## src/rtl/hazard_ctrl_pkg.sv

```systemverilog
// Shared definitions for the fetch/decode/execute sequencing controller:
// FSM states, stall cause codes and register index width.
package hazard_ctrl_pkg;

  localparam int REG_IDX_W = 5;

  typedef enum logic [1:0] {
    ST_RUN      = 2'd0,
    ST_DRAIN    = 2'd1,
    ST_MDU_WAIT = 2'd2
  } state_t;

  localparam logic [1:0] CAUSE_NONE     = 2'd0;
  localparam logic [1:0] CAUSE_HAZARD   = 2'd1;
  localparam logic [1:0] CAUSE_MDU      = 2'd2;
  localparam logic [1:0] CAUSE_REDIRECT = 2'd3;

endpackage

```

## src/rtl/hazard_scoreboard.sv

```systemverilog
// Pending-write scoreboard for long-latency destinations and the RAW/WAW
// hazard lookup for the instruction currently in decode.
module hazard_scoreboard
  import hazard_ctrl_pkg::*;
#(
  parameter int NREG = 32
) (
  input  logic                 clk,
  input  logic                 rst_n,
  input  logic                 id_valid,
  input  logic [REG_IDX_W-1:0] rs1_ind,
  input  logic [REG_IDX_W-1:0] rs2_ind,
  input  logic                 rs1_used,
  input  logic                 rs2_used,
  input  logic [REG_IDX_W-1:0] rd_ind,
  input  logic                 rd_we,
  input  logic                 set_en,
  input  logic                 clr_en,
  input  logic [REG_IDX_W-1:0] clr_ind,
  output logic                 hazard,
  output logic [NREG-1:0]      sb
);

  logic [NREG-1:0] sb_next;

  // Clear first, then set: a same-cycle set belongs to a younger writer and wins.
  always_comb begin
    sb_next = sb;
    if (clr_en) begin
      sb_next[clr_ind] = 1'b0;
    end
    if (set_en && (rd_ind != '0)) begin
      sb_next[rd_ind] = 1'b1;
    end
    sb_next[0] = 1'b0;
  end

  always_ff @(posedge clk or negedge rst_n) begin
    if (!rst_n) begin
      sb <= '0;
    end else begin
      sb <= sb_next;
    end
  end

  always_comb begin
    hazard = id_valid & ((rs1_used & sb[rs1_ind]) |
                         (rs2_used & sb[rs2_ind]) |
                         (rd_we    & sb[rd_ind]));
  end

endmodule

```

## src/rtl/hazard_ctrl.sv

```systemverilog
// Pipeline sequencing controller: PC / IF-ID / ID-EX enables and flushes,
// scoreboard-based decode stalls, redirect drain and MDU freeze.
module hazard_ctrl
  import hazard_ctrl_pkg::*;
#(
  parameter int NREG         = 32,
  parameter int FLUSH_CYCLES = 2
) (
  input  logic                 clk,
  input  logic                 rst_n,
  input  logic                 id_valid,
  input  logic [REG_IDX_W-1:0] id_rs1_ind,
  input  logic [REG_IDX_W-1:0] id_rs2_ind,
  input  logic                 id_rs1_used,
  input  logic                 id_rs2_used,
  input  logic [REG_IDX_W-1:0] id_rd_ind,
  input  logic                 id_rd_we,
  input  logic                 id_long,
  input  logic                 id_is_mdu,
  input  logic                 mdu_done,
  input  logic                 redirect,
  input  logic                 wb_take,
  input  logic [REG_IDX_W-1:0] wb_rd_ind,
  output logic                 pc_en,
  output logic                 if_id_en,
  output logic                 if_id_flush,
  output logic                 id_ex_en,
  output logic                 id_ex_flush,
  output logic                 issue,
  output logic [1:0]           stall_cause,
  output logic [1:0]           dbg_state,
  output logic [NREG-1:0]      dbg_sb
);

  // Counter holds the drain cycles still owed after the redirect cycle.
  localparam int CNT_W = (FLUSH_CYCLES > 1) ? $clog2(FLUSH_CYCLES) : 1;
  localparam logic [CNT_W-1:0] CNT_RELOAD = CNT_W'(FLUSH_CYCLES - 1);

  state_t           state;
  state_t           state_next;
  logic [CNT_W-1:0] cnt;
  logic [CNT_W-1:0] cnt_next;
  logic             hazard;
  logic [NREG-1:0]  sb;

  hazard_scoreboard #(
    .NREG (NREG)
  ) u_scoreboard (
    .clk      (clk),
    .rst_n    (rst_n),
    .id_valid (id_valid),
    .rs1_ind  (id_rs1_ind),
    .rs2_ind  (id_rs2_ind),
    .rs1_used (id_rs1_used),
    .rs2_used (id_rs2_used),
    .rd_ind   (id_rd_ind),
    .rd_we    (id_rd_we),
    .set_en   (issue & id_rd_we & id_long),
    .clr_en   (wb_take),
    .clr_ind  (wb_rd_ind),
    .hazard   (hazard),
    .sb       (sb)
  );

  always_ff @(posedge clk or negedge rst_n) begin
    if (!rst_n) begin
      state <= ST_RUN;
      cnt   <= '0;
    end else begin
      state <= state_next;
      cnt   <= cnt_next;
    end
  end

  always_comb begin
    pc_en       = 1'b1;
    if_id_en    = 1'b1;
    id_ex_en    = 1'b1;
    if_id_flush = 1'b0;
    id_ex_flush = 1'b0;
    issue       = 1'b0;
    stall_cause = CAUSE_NONE;
    state_next  = state;
    cnt_next    = cnt;

    if (redirect) begin
      // Also taken from MDU_WAIT, where it should never occur; draining is the safe exit.
      if_id_flush = 1'b1;
      id_ex_flush = 1'b1;
      stall_cause = CAUSE_REDIRECT;
      if (FLUSH_CYCLES > 1) begin
        state_next = ST_DRAIN;
        cnt_next   = CNT_RELOAD;
      end else begin
        state_next = ST_RUN;
        cnt_next   = '0;
      end
    end else begin
      case (state)
        ST_DRAIN: begin
          if_id_flush = 1'b1;
          id_ex_flush = 1'b1;
          stall_cause = CAUSE_REDIRECT;
          if (cnt <= CNT_W'(1)) begin
            state_next = ST_RUN;
            cnt_next   = '0;
          end else begin
            cnt_next = cnt - CNT_W'(1);
          end
        end
        ST_MDU_WAIT: begin
          pc_en       = 1'b0;
          if_id_en    = 1'b0;
          id_ex_en    = 1'b0;
          stall_cause = CAUSE_MDU;
          if (mdu_done) begin
            state_next = ST_RUN;
          end
        end
        default: begin
          if (hazard) begin
            // Hold PC and IF/ID, push a bubble into EX.
            pc_en       = 1'b0;
            if_id_en    = 1'b0;
            id_ex_flush = 1'b1;
            stall_cause = CAUSE_HAZARD;
          end else begin
            issue = id_valid;
            if (id_valid && id_is_mdu) begin
              state_next = ST_MDU_WAIT;
            end
          end
        end
      endcase
    end

    if (!rst_n) begin
      pc_en       = 1'b0;
      if_id_en    = 1'b0;
      id_ex_en    = 1'b0;
      if_id_flush = 1'b1;
      id_ex_flush = 1'b1;
      issue       = 1'b0;
      stall_cause = CAUSE_NONE;
    end
  end

  assign dbg_state = state;
  assign dbg_sb    = sb;

endmodule

```

## config.mk

```make
export PLATFORM = sky130hd
export DESIGN_NAME = hazard_ctrl
export DESIGN_NICKNAME = d
export VERILOG_FILES = /design/src/rtl/hazard_ctrl_pkg.sv /design/src/rtl/hazard_scoreboard.sv /design/src/rtl/hazard_ctrl.sv
export SDC_FILE = /design/constraint.sdc
export NUM_CORES = 1
export LEC_CHECK = 0
export ABC_AREA = 1
export BUFFER_PORTS_ARGS = -buffer_cell sky130_fd_sc_hd__buf_2
export CELL_PAD_IN_SITES_DETAIL_PLACEMENT = 1
export CELL_PAD_IN_SITES_GLOBAL_PLACEMENT = 2
export CORE_MARGIN = 4
export CORE_UTILIZATION = 28
export DETAILED_ROUTE_END_ITERATION = 10
export PLACE_DENSITY = 0.87
export SLEW_MARGIN = 20
export SYNTH_ARGS = -nofsm -noshare
export SYNTH_HDL_FRONTEND = slang
export SYNTH_SLANG_ARGS = --single-unit
```

## constraint.sdc

```tcl
create_clock -name clk -period 2.6 [get_ports clk]
set_clock_uncertainty 0.1 [all_clocks]
set_input_delay 0.13 -clock clk [delete_from_list [all_inputs] [get_ports clk]]
set_output_delay 0.13 -clock clk [all_outputs]
set_load 0.01 [all_outputs]
```

==> results of run 1 <==
## routing by layer
metal | up-vias | part of all wire (%)
met4 | 0 | 1.2
met1 | 1719 | 44
li1 | 1724 | -
met2 | 105 | 50
met5 | - | 0
met3 | 9 | 5.3
## critical path, delay by kind of cell (launching register included)
| kind | cells | cell delay [ns] |
|---|---|---|
| compound gates | 2 | 0.22 |
| buf+inv | 2 | 0.25 |
| flops | 1 | 0.45 |
| simple gates | 10 | 0.76 |
## final cells by class
cell class,count,area [um^2]
timing repair buffer,77,403
sequential,33,826
fill,1410,6930
inverter,63,239
multi-input combinational,375,1720
clock buffer,8,80.1
tap,136,170
## cells by family after synthesis
| kind of cell | Yosys count | synth area share, % |
|---|---|---|
| buffers and inverters | 85 | 15.2 |
| AO/OA/AOI/OAI | 58 | 9.90 |
| adder cells (fa/ha/maj) | 2 | 0.836 |
| other | 1 | 0.125 |
| AND/OR/NAND/NOR | 314 | 46.3 |
| flip-flops | 33 | 27.6 |
## layout by cell type (no fill, tap or decap), types with 6 or more instances in the layout
master and count:
o21ai_0 45, nor3_1 8, a21oi_1 6, inv_1 60, nand3_1 64, dfrtp_1 33
nand2_1 157, nor2_1 45, buf_2 71, nand4_1 31
## cells in the mapped netlist, drive strengths merged
cell and instances:
nand2 160, nand3 66, inv 63, o21ai 50, nor2 47, dfrtp 33
nand4 31, buf 22, nor3 9, a21oi 7, ha 2, conb 1
nor4 1, o211ai 1
## worst min path at each step
stage	startpoint	end	slack (ns)	depth (start not counted)
global placement	rst_n	dbg_state[0]	0.11	2
finish	redirect	dbg_state[0]	0.02	3
CTS	redirect	dbg_state[0]	0.02	3
detailed placement	rst_n	dbg_state[0]	0.13	2
floorplan	rst_n	dbg_state[0]	-0.27	0
global route	redirect	dbg_state[0]	0.03	3
## state kept, by name (all words and copies together), names as in the netlist
name and flops:
u_scoreboard.sb 31, dbg_state 2
## through the flow
step / instances / utilization, % / total power, W
5_1_grt: 692 / 33.1 / 0.00136
2_1_floorplan: 493 / - / 0.000805
4_1_cts: 692 / 33.1 / 0.00130
6_report: 692 / 33.1 / 0.00129
3_5_place_dp: 683 / 32.3 / 0.000921
3_3_place_gp: 683 / 32.3 / 0.000910
## where the power goes
part           internal [W]  switching (W)  leakage, nW
sequential         0.000529      0.0000234        0.457
combinational      0.000109       0.000250         1.33
clock              0.000190       0.000190       0.0395
total              0.000828       0.000463         1.83
## timing repair
action / in CTS / in global routing
hold buffers: 1 / 0
hold endpoints to repair: 33 / 0
gates resized for setup: 0 / 0
==> results, run 1 <==
- In the global route stage, met1 resource usage came out at 23.8%.
- The final worst-path setup slack is 0.380 ns.
- Among all stages on the critical path, the largest delay is contributed by dfrtp_1.
- For met3 alone, demand over resource in global routing was 2.39%.
- The detailed-router iteration count before antenna repair is 4.
- The initial antenna violation count was 0.
- The region available for standard cell placement spans 0.0104 mm^2.
- The worst register-to-register path has a setup slack of 0.56 ns.
- By area the synthesized netlist is led by dfrtp_1, nand2_1, nand3_1, inv_1, o21ai_0.
- The cell depth of the worst flop-to-flop path is 9.
- After detailed routing, the number of remaining DRC violations is 0.
- The number of distinct library cells after synthesis is 26.
- The global routing usage summed across all routing layers is 18.3%.
- The leakage power figure is 1.83 nW.
- The clock period minus final worst setup slack is 2.22 ns.
- The row count is 37.
- After synthesis the netlist holds a flip-flop and latch count of 33.
- The buffer depth of the longest clock path is 2.
- The maximum frequency from static timing analysis is 450 MHz.
- Data on the critical path is required at its endpoint by 2.37 ns.
- When the netlist entered floorplanning its net count stood at 526.
- Setup repair after global routing left no endpoint under its margin.
- The number of buffers added on ports is 71.
- The cell accounting for the most synthesized area is dfrtp_1.
- For this design, the sink count on the clock tree is 33.
- After clock tree synthesis, the clock-pin slew on the worst setup and hold paths is 0.07 ns.
- During synthesis, Yosys emitted a total of 0 warnings.
- STA classifies the critical path startpoint as a register.
- The peak supply drop is 0.207 mV.
- The most critical setup path has its endpoint at if_id_en.
- For this run, the slowest stage of the critical path takes 0.45 ns.
- The run finished with clean final reports.
- For the worst-skew pair, the clock arrives at the later sink with an insertion delay of 0.29 ns.
- The largest fanout of any net on the critical path is 5.
- The worst setup path is captured at an output pin.
- The floorplan step defined a die boundary enclosing 0.0124 mm^2.
- The via count of the first global-routing pass is 3563.
- Hold timing on the final database bottoms out at a slack of 0.0232 ns.
- The post-route standard cell area excluding fillers is 0.00344 mm^2.
- The type of the worst setup path is reg2out.
- The area share of the leading cell type in the synthesized netlist is 27.6%.
- After synthesis, the mean cell area works out to 6.07 um^2.
- The setup-violating endpoint count in the final report is 0.
- The y dimension of the die is 111 um.
- TritonCTS built the clock tree.
- The critical path goes through inv_1, o21ai_0, nand2_1, nand2_1, nand2_1, nand2_2, nor2_2, nand2_1, nand2_2, nand3_4, nand2_1, nand2_1, a21oi_1, buf_2.
- The cell sitting at the root of the clock tree is a clkbuf_8.
- The wire length per cell is 16.7 um.
- Buffers inserted during clock tree synthesis total 5.
- The number of nets in the layout is 588.
- The data arrival time of the critical path is 1.99 ns.
- From synthesis to final layout, the design area changed by 14.8%.
- The first global-routing pass estimated 18.6 mm of wire.
- The buffer count from post-CTS setup fixing is 0.
- The routing layer with the top usage in global route is met2.
- The synthesized netlist cell count is 493.
- The final-report max-slew violation count is 0.
- Of the synthesized area, sequential elements account for 27.6%.
- The aggregate global routing overflow is 0.
- The final antenna-violating net count is 0.
- Summed over all nets, the half-perimeter wirelength after detailed placement is 9.42 mm.
- In this run the worst setup path begins at u_scoreboard.sb[10].
- The via count normalized by instance count is 5.14.
- The final-layout setup total negative slack is 0 ns.
- The max capacitance violation total is 0.
- Entering global routing, the biggest net connects 36 pins.
- The ratio of final minimum period to clock period is 85.4%.
- The detailed router placed 3557 vias in this run.
- Once placement finished, the instance area stood at 0.00335 mm^2.
- The hold violation total from the final report is 0.
- The number of ports placed on the die boundary is 73.
- The class of the most critical hold timing path is in2reg.
- The total detailed-routing wirelength is 11.6 mm.
- In this design, the critical path's most frequently occurring cell is nand2_1.
- The width of the chip is 111 um.
- At the end of routability-driven placement, the weighted congestion stood at 0.836.
- The effective utilization at floorplan is 28.9%.
- The H-tree generated during clock tree synthesis spans 2 levels.
- The launch instance of the worst register-to-register path is dbg_state[0].
- The number of antenna repair diodes is 0.
- The routing usage on met2 is 32.5%.
- The share of cells above drive strength 1 is 16.7%.
- The synthesized area is 0.00299 mm^2.
- The number of violations reported at the end of detailed-routing iteration 0 is 225.
- Timing analysis after detailed placement gives a worst setup slack of 0.475 ns.
- In this run the critical register-to-register path is captured at u_scoreboard.sb[19].
- The total power per unit cell area is 376 mW/mm^2.
No activity file was read; power rests on OpenSTA's default activity.
==> inputs of run 2 (changes only) <==
- BUFFER_PORTS_ARGS: -buffer_cell sky130_fd_sc_hd__buf_2 -> unset
- CORE_UTILIZATION: 28 -> 33
- DONT_BUFFER_PORTS: unset -> 1
- PLACE_DENSITY: 0.87 -> 0.86
==> run 2 against run 1 <==
Cell area shrank 10%. Power shrank 1.8%. Clock-buffer cell count is 1 lower. Flip-flop and latch count stayed put. Sequential power up 1%. Worst hold slack worse by 0.018 ns. Via count down 8.0%. Maximum frequency decreased by 4.9%.
==> results, run 2 (synthesized netlist as in run 1, its figures left out) <==
- The launch instance of the worst register-to-register path is dbg_state[0].
- The y dimension of the die is 103 um (-7.3%).
- The final core utilization is 35.2% (+2.1 points).
- The number of flip-flops in the largest register was 31 (unchanged).
- The largest fanout of any net on the critical path is 5 (unchanged).
- The detailed-router iteration count before antenna repair is 4 (unchanged).
- The full die area was 0.0107 mm^2 (-14%).
- The hold violation total from the final report is 0 (unchanged).
- The instance count after placement with tap cells included was 581 (-15%).
- The count of non-filler cells in the finished layout came to 593 (-14%).
- The width of the chip is 103 um (-7.3%).
- The residual DRC count is 0 (unchanged).
- The slew at the pin closest to its max-slew limit is 0.582 ns.
- The worst pin sits at a relative slew slack of 60.9%.
- The wire length per cell is 18.8 um (+12%).
- The via count of the first global-routing pass was 3302 (-7.3%).
- The max capacitance violation total is 0 (unchanged).
- The global routing usage summed across all routing layers is 21.1% (+2.8 points).
- The worst hold path belongs to the class in2reg.
- The type of the worst setup path is reg2out.
- The clock period minus final worst setup slack was 2.33 ns (+0.114 ns).
- The aggregate global routing overflow is 0 (unchanged).
- The share of cells above drive strength 1 was 4.74% (-12 points).
- The H-tree level count is 2 (unchanged).
- TritonCTS built the clock tree.
- The placed instance area is 0.00293 mm^2 (-12%).
- The post-route standard cell area excluding fillers is 0.00308 mm^2 (-10%).
- The number of sinks driven by the clock tree was 33 (unchanged).
- The library cell used most frequently in the layout, excluding fill and tap cells, is nand2_1.
- The number of ports placed on the die boundary is 73 (unchanged).
- More flip-flops sit in one register than any other, and that register is u_scoreboard.sb.
- The total power per unit cell area is 411 mW/mm^2 (+9.4%).
- The ratio of final minimum period to clock period came to 89.8% (+4.4 points).
- The effective utilization at floorplan is 34.2% (+5.3 points).
- The leakage power figure is 1.51 nW (-17%).
- The row count came to 34 (-8.1%).
- The via count is 3274 (-8.0%).
- The maximum frequency from static timing analysis came to 428 MHz (-4.9%).
- The clock edge transition at the registers on the reported setup and hold paths is 0.07 ns (about the same).
- The post-DP HPWL is 8.72 mm (-7.5%).
- The initial antenna violation count was 0 (unchanged).
- The via count normalized by instance count is 5.52 (+7.4%).
- The worst hold path begins at redirect.
- The count of hold buffers inserted by post-cts repair was 4 (+3).
- The peak supply drop came to 0.140 mV (-32%).
- The setup-violating endpoint count in the final report came to 0 (unchanged).
- The buffer count from post-CTS setup fixing is 0 (unchanged).
- The met3 usage in global routing came to 2.55% (+0.16 points).
- The global-route wire length before repair is 17.4 mm (-6.6%).
- The total detailed-routing wirelength is 11.1 mm (-3.7%).
- The area growth from synthesis to layout is 3.01%.
- The number of antenna repair diodes was 0 (unchanged).
- The critical path starts at u_scoreboard.sb[25].
- The clock latency of the later-clocked register in the worst-skew pair is 0.29 ns (about the same).
- The number of violations reported at the end of detailed-routing iteration 0 came to 211 (-6.2%).
- The critical path required time was 2.37 ns (about the same).
- The number of CTS-inserted buffers is 5 (unchanged).
- In this run the most used layer during global routing was met2.
- The number of buffers added on ports is 0 (-100%).
- The root buffer cell chosen for the clock tree is clkbuf_8.
- The number of nets in the layout is 517 (-12%).
- The top cell types in the final layout, fill and taps aside, are nand2_1, nand3_1, inv_1.
- The routing usage on met2 came to 36.4% (+3.9 points).
- The core box area came to 0.00876 mm^2 (-15%).
- The final-report max-slew violation count is 0 (unchanged).
- The final weighted congestion in routability-driven placement came to 0.831 (-0.68%).
- The final-layout worst hold slack was 0.00495 ns (-0.0182 ns).
- Setup repair after global routing left no endpoint under its margin.
- The buffer depth of the longest clock path is 2 (unchanged).
- The routing usage on met1 is 27.1% (+3.3 points).
- The number of instances resized during post-cts repair came to 0 (unchanged).
- The largest net degree at the start of global routing is 34 (-5.6%).
- The capturing element type of the critical path is an output pin.
- The final antenna-violating net count is 0 (unchanged).
- The kind of start point of the critical path is a register.
- The data arrival time of the critical path is 2.10 ns (+0.11 ns).
- The run finished with clean final reports.
- The final-layout setup total negative slack is 0 ns (unchanged).
-- run 2: cell types whose count changed in the layout (fill, tap and decap cells not counted), sizes merged --
cell / delta
clkbuf: -1
buf: -73
dlygate4sd3: +2
clkinv: +1
-- run 2: area by class of cell --
class / instances / area, um^2
fillers: 1210 / 5680
multi-input cells: 375 / 1720
flip-flops and latches: 33 / 826
inverters: 63 / 239
well taps: 108 / 135
clock buffers: 7 / 96.3
repair buffers: 6 / 65.1
clock inverters: 1 / 5.00
-- run 2: worst paths after layout --
kind	slack, ns	endpoint	cells past startpoint
max in group asynchronous	2.02	u_scoreboard.sb[12]	2
min in group asynchronous	0.20	dbg_state[1]	2
max reg2reg	0.48	u_scoreboard.sb[17]	9
min reg2reg	0.50	dbg_state[0]	2
max	0.27	if_id_en	13
min	0.005	dbg_state[1]	3
-- run 2: worst max-delay path, stage by stage, from the launching register on --
cell	delay (ns)
dfrtp_1	0.48
nand2_1	0.09
o21ai_0	0.08
nand2_1	0.08
nand2_1	0.09
nand2_1	0.10
nand2_2	0.06
nor2_2	0.09
nand2_1	0.06
nand2_2	0.07
nand3_4	0.11
nand2_1	0.08
nand2_1	0.05
a21oi_1	0.37
-- run 2: metrics by stage --
stage,setup slack (ns),total power (W)
finish,0.265,0.00127
global route,0.0736,0.00133
CTS,0.243,0.00127
detailed placement,0.528,0.000825
global placement,0.572,0.000817
floorplan,0.629,0.000805
-- run 2: layer usage --
| layer | up-vias | share of wire (%) |
|---|---|---|
| met5 | - | 0 |
| met3 | 22 | 4.7 |
| met4 | 0 | 2.7 |
| li1 | 1583 | - |
| met1 | 1573 | 43 |
| met2 | 96 | 49 |
-- run 2: where the power goes --
group          internal (W)  switching, W  total [W]
Combinational     0.0000760      0.000196   0.000272
Sequential         0.000529     0.0000322   0.000561
Clock              0.000239      0.000196   0.000435
Total              0.000844      0.000423    0.00127
==> inputs of run 3 (changes only) <==
- CELL_PAD_IN_SITES_DETAIL_PLACEMENT: 1 -> 0
- CELL_PAD_IN_SITES_GLOBAL_PLACEMENT: 2 -> 1
- CORE_UTILIZATION: 33 -> 44
- PLACE_DENSITY: 0.86 -> 0.87
- SETUP_SLACK_MARGIN: unset -> 0.05
==> run 3 against run 2 <==
Sequential share of layout area rose by 0.21 points. Cell count decreased by 5.2%. Power up 4.4%. Worst hold slack better by 0.012 ns. Critical path depth is the same. Die area decreased by 23%. Setup slack gained 0.0065 ns. Largest cell class unchanged. Highest routed layer unchanged.
==> results, run 3 (synthesized netlist as in run 1, its figures left out) <==
- The source of the worst hold timing path is id_valid.
- The launch instance of the worst register-to-register path is dbg_state[0].
- The peak per-stage delay on the critical path is 0.47 ns (about the same).
- Walking the worst path, the cells encountered are inv_1, o21ai_0, nand2_1, nand2_1, nand2_1, nand2_2, nor2_2, nand2_1, nand2_2, nand3_4, nand2_1, nand2_1, a21oi_1.
- The slew at the pin closest to its max-slew limit is 0.570 ns (-0.0117 ns).
- The worst setup path is launched from a register.
- The depth of the critical timing path with buffers and inverters included came to 13 (unchanged).
- The final antenna-violating net count is 0 (unchanged).
- The combined area of the multi-input logic cells is 0.00172 mm^2 (unchanged).
- The data arrival time of the critical path is 2.10 ns (about the same).
- The number of nets in the layout is 517 (unchanged).
- The master cell of the clock root buffer is clkbuf_8.
- The number of buffers and inverters on the critical path was 1 (+1).
- The kind of cell adding the most delay to the critical path is simple AND/OR/NAND/NOR gates.
- The final-layout setup total negative slack is 0 ns (unchanged).
- The worst setup path endpoint is pc_en.
- The H-tree level count is 2 (unchanged).
- The post-route standard cell area excluding fillers is 0.00306 mm^2 (-0.77%).
- The number of CTS-inserted buffers is 5 (unchanged).
- The core box area is 0.00649 mm^2 (-26%).
- The total power per unit cell area was 432 mW/mm^2 (+5.2%).
- The clock tree from TritonCTS is yes.
- The number of flip-flops in the largest register is 31 (unchanged).
- The cell depth of the worst flop-to-flop path was 9 (unchanged).
- The final weighted congestion in routability-driven placement is 0.906 (+9.1%).
- The ratio of final minimum period to clock period is 89.5% (-0.25 points).
- The cell that appears most often on the critical path is nand2_1.
- The clock latency of the later-clocked register in the worst-skew pair is 0.29 ns (about the same).
- The wire length per cell is 16.8 um (-11%).
- The via count of the first global-routing pass is 2960 (-10%).
- In the layout the commonest cells are nand2_1, nand3_1, inv_1.
- The run finished with clean final reports.
- The placed instance area is 0.00289 mm^2 (-1.3%).
- The worst setup path is captured at an output pin.
- The area added between synthesis and finish is 2.21%.
- The number of violations reported at the end of detailed-routing iteration 0 is 225 (+6.6%).
- The effective utilization at floorplan came to 46.1% (+12 points).
- The hold violation total from the final report is 0 (unchanged).
- The row count came to 29 (-15%).
- The setup-violating endpoint count in the final report was 0 (unchanged).
- The number of antenna repair diodes was 0 (unchanged).
- The clock period minus final worst setup slack is 2.33 ns (-0.00651 ns).
- The share of cells above drive strength 1 is 4.54% (-0.21 points).
- The register-to-register path setup slack came to 0.53 ns (+0.05 ns).
- The initial antenna violation count is 0 (unchanged).
- The buffer count from post-CTS setup fixing came to 0 (unchanged).
- The maximum frequency from static timing analysis is 430 MHz (+0.28%).
- The register area is 826 um^2 (unchanged).
- The global routing usage summed across all routing layers came to 23.1% (+2.0 points).
- The width of the chip is 90.5 um (-12%).
- The detailed-router iteration count before antenna repair is 5 (+1).
- The leakage power figure was 1.52 nW (+0.28%).
- The via count normalized by instance count is 5.72 (+3.7%).
- In this run the worst setup path begins at u_scoreboard.sb[10].
- The path class of the tightest hold or removal check is in2reg.
- Setup repair after global routing left no endpoint under its margin.
- The type of the worst setup path is reg2out.
- The number of ports placed on the die boundary is 73 (unchanged).
- The number of sinks driven by the clock tree came to 33 (unchanged).
- The buffer depth of the longest clock path came to 2 (unchanged).
- The largest net degree at the start of global routing is 34 (unchanged).
- The final-report max-slew violation count is 0 (unchanged).
- The most common cell after layout, fill and taps aside is nand2_1.
- The largest fanout of any net on the critical path was 5 (unchanged).
- The critical path required time is 2.37 ns (about the same).
- The peak supply drop was 0.240 mV (+72%).
- The full die area is 0.00819 mm^2 (-23%).
- The largest individual stage delay along the critical path comes from the cell dfrtp_1.
- The max capacitance violation total is 0 (unchanged).
- The relative max-transition margin is 61.6% (+0.79 points).
- The post-DP HPWL was 7.23 mm (-17%).
- The number of buffers added on ports is 0 (unchanged).
- The aggregate global routing overflow is 0 (unchanged).
- The number of filler cells placed in the layout is 704 (-42%).
- The y dimension of the die is 90.5 um (-12%).
- The residual DRC count is 0 (unchanged).
- The global-route wire length before repair is 15.4 mm (-11%).
- The clock edge transition at the registers on the reported setup and hold paths came to 0.06 ns (about the same).
- u_scoreboard.sb holds more flip-flops than any other register.
- The via count came to 3217 (-1.7%).
- The endpoint of the most critical register-to-register path is u_scoreboard.sb[10].
- The total detailed-routing wirelength is 9.45 mm (-15%).
## run 3: cell count changes in the layout (fill, tap and decap cells not counted)
cell and delta:
bufinv_16 +1, clkinv_2 -1, clkbuf_1 +1, clkbuf_8 -1
## run 3: layout make-up
cell class | instances | share of cell area (%)
clock inverters | 1 | 0.981
inverters | 63 | 7.81
clock buffers | 7 | 2.82
multi-input cells | 375 | 56.1
repair buffers | 6 | 2.13
well taps | 77 | 3.15
flip-flops and latches | 33 | 27.0
## run 3: stage by stage
step                      hold WS (ns)  std cells  total power [W]  worst slack (ns)  utilization (%)
final                           0.0169        562          0.00132             0.272             47.1
after global routing            0.0484        562          0.00139             0.102             47.1
after CTS                       0.0141        562          0.00133             0.249             47.1
after detailed placement        -0.264        550         0.000811             0.555             44.6
after global placement          -0.264        550         0.000808             0.578             44.6
after floorplan                 -0.266        493         0.000805             0.629                -
## run 3: power breakdown
group,internal (W),switching [W],leakage [nW]
Clock,0.000312,0.000189,0.0585
Combinational,0.0000755,0.000186,1.00
Sequential,0.000529,0.0000311,0.457
## run 3: worst min-delay path by stage
stage	to	slack [ns]	cells past startpoint
floorplan	dbg_state[0]	-0.27	0
global placement	u_scoreboard.sb[8]	-0.26	0
detailed placement	u_scoreboard.sb[8]	-0.26	0
CTS	dbg_state[1]	0.01	4
global route	dbg_state[1]	0.05	4
finish	dbg_state[1]	0.02	4
## run 3: tightest hold or removal path, stage by stage
cell and delay, ns:
nand2_1 0.04, a21oi_1 0.06, nand2_1 0.08, a21oi_1 0.06
## run 3: timing repair
item / 4_1_cts / 5_1_grt
resized for setup: 0 / 0
hold endpoints to repair: 35 / 0
hold buffers: 4 / 0
## run 3: per-layer routing
layer	GRT usage [%]	part of all wire, %
met1	30.0	43
met2	36.1	45
met3	5.67	9.5
met4	10.5	2.6
met5	0	0
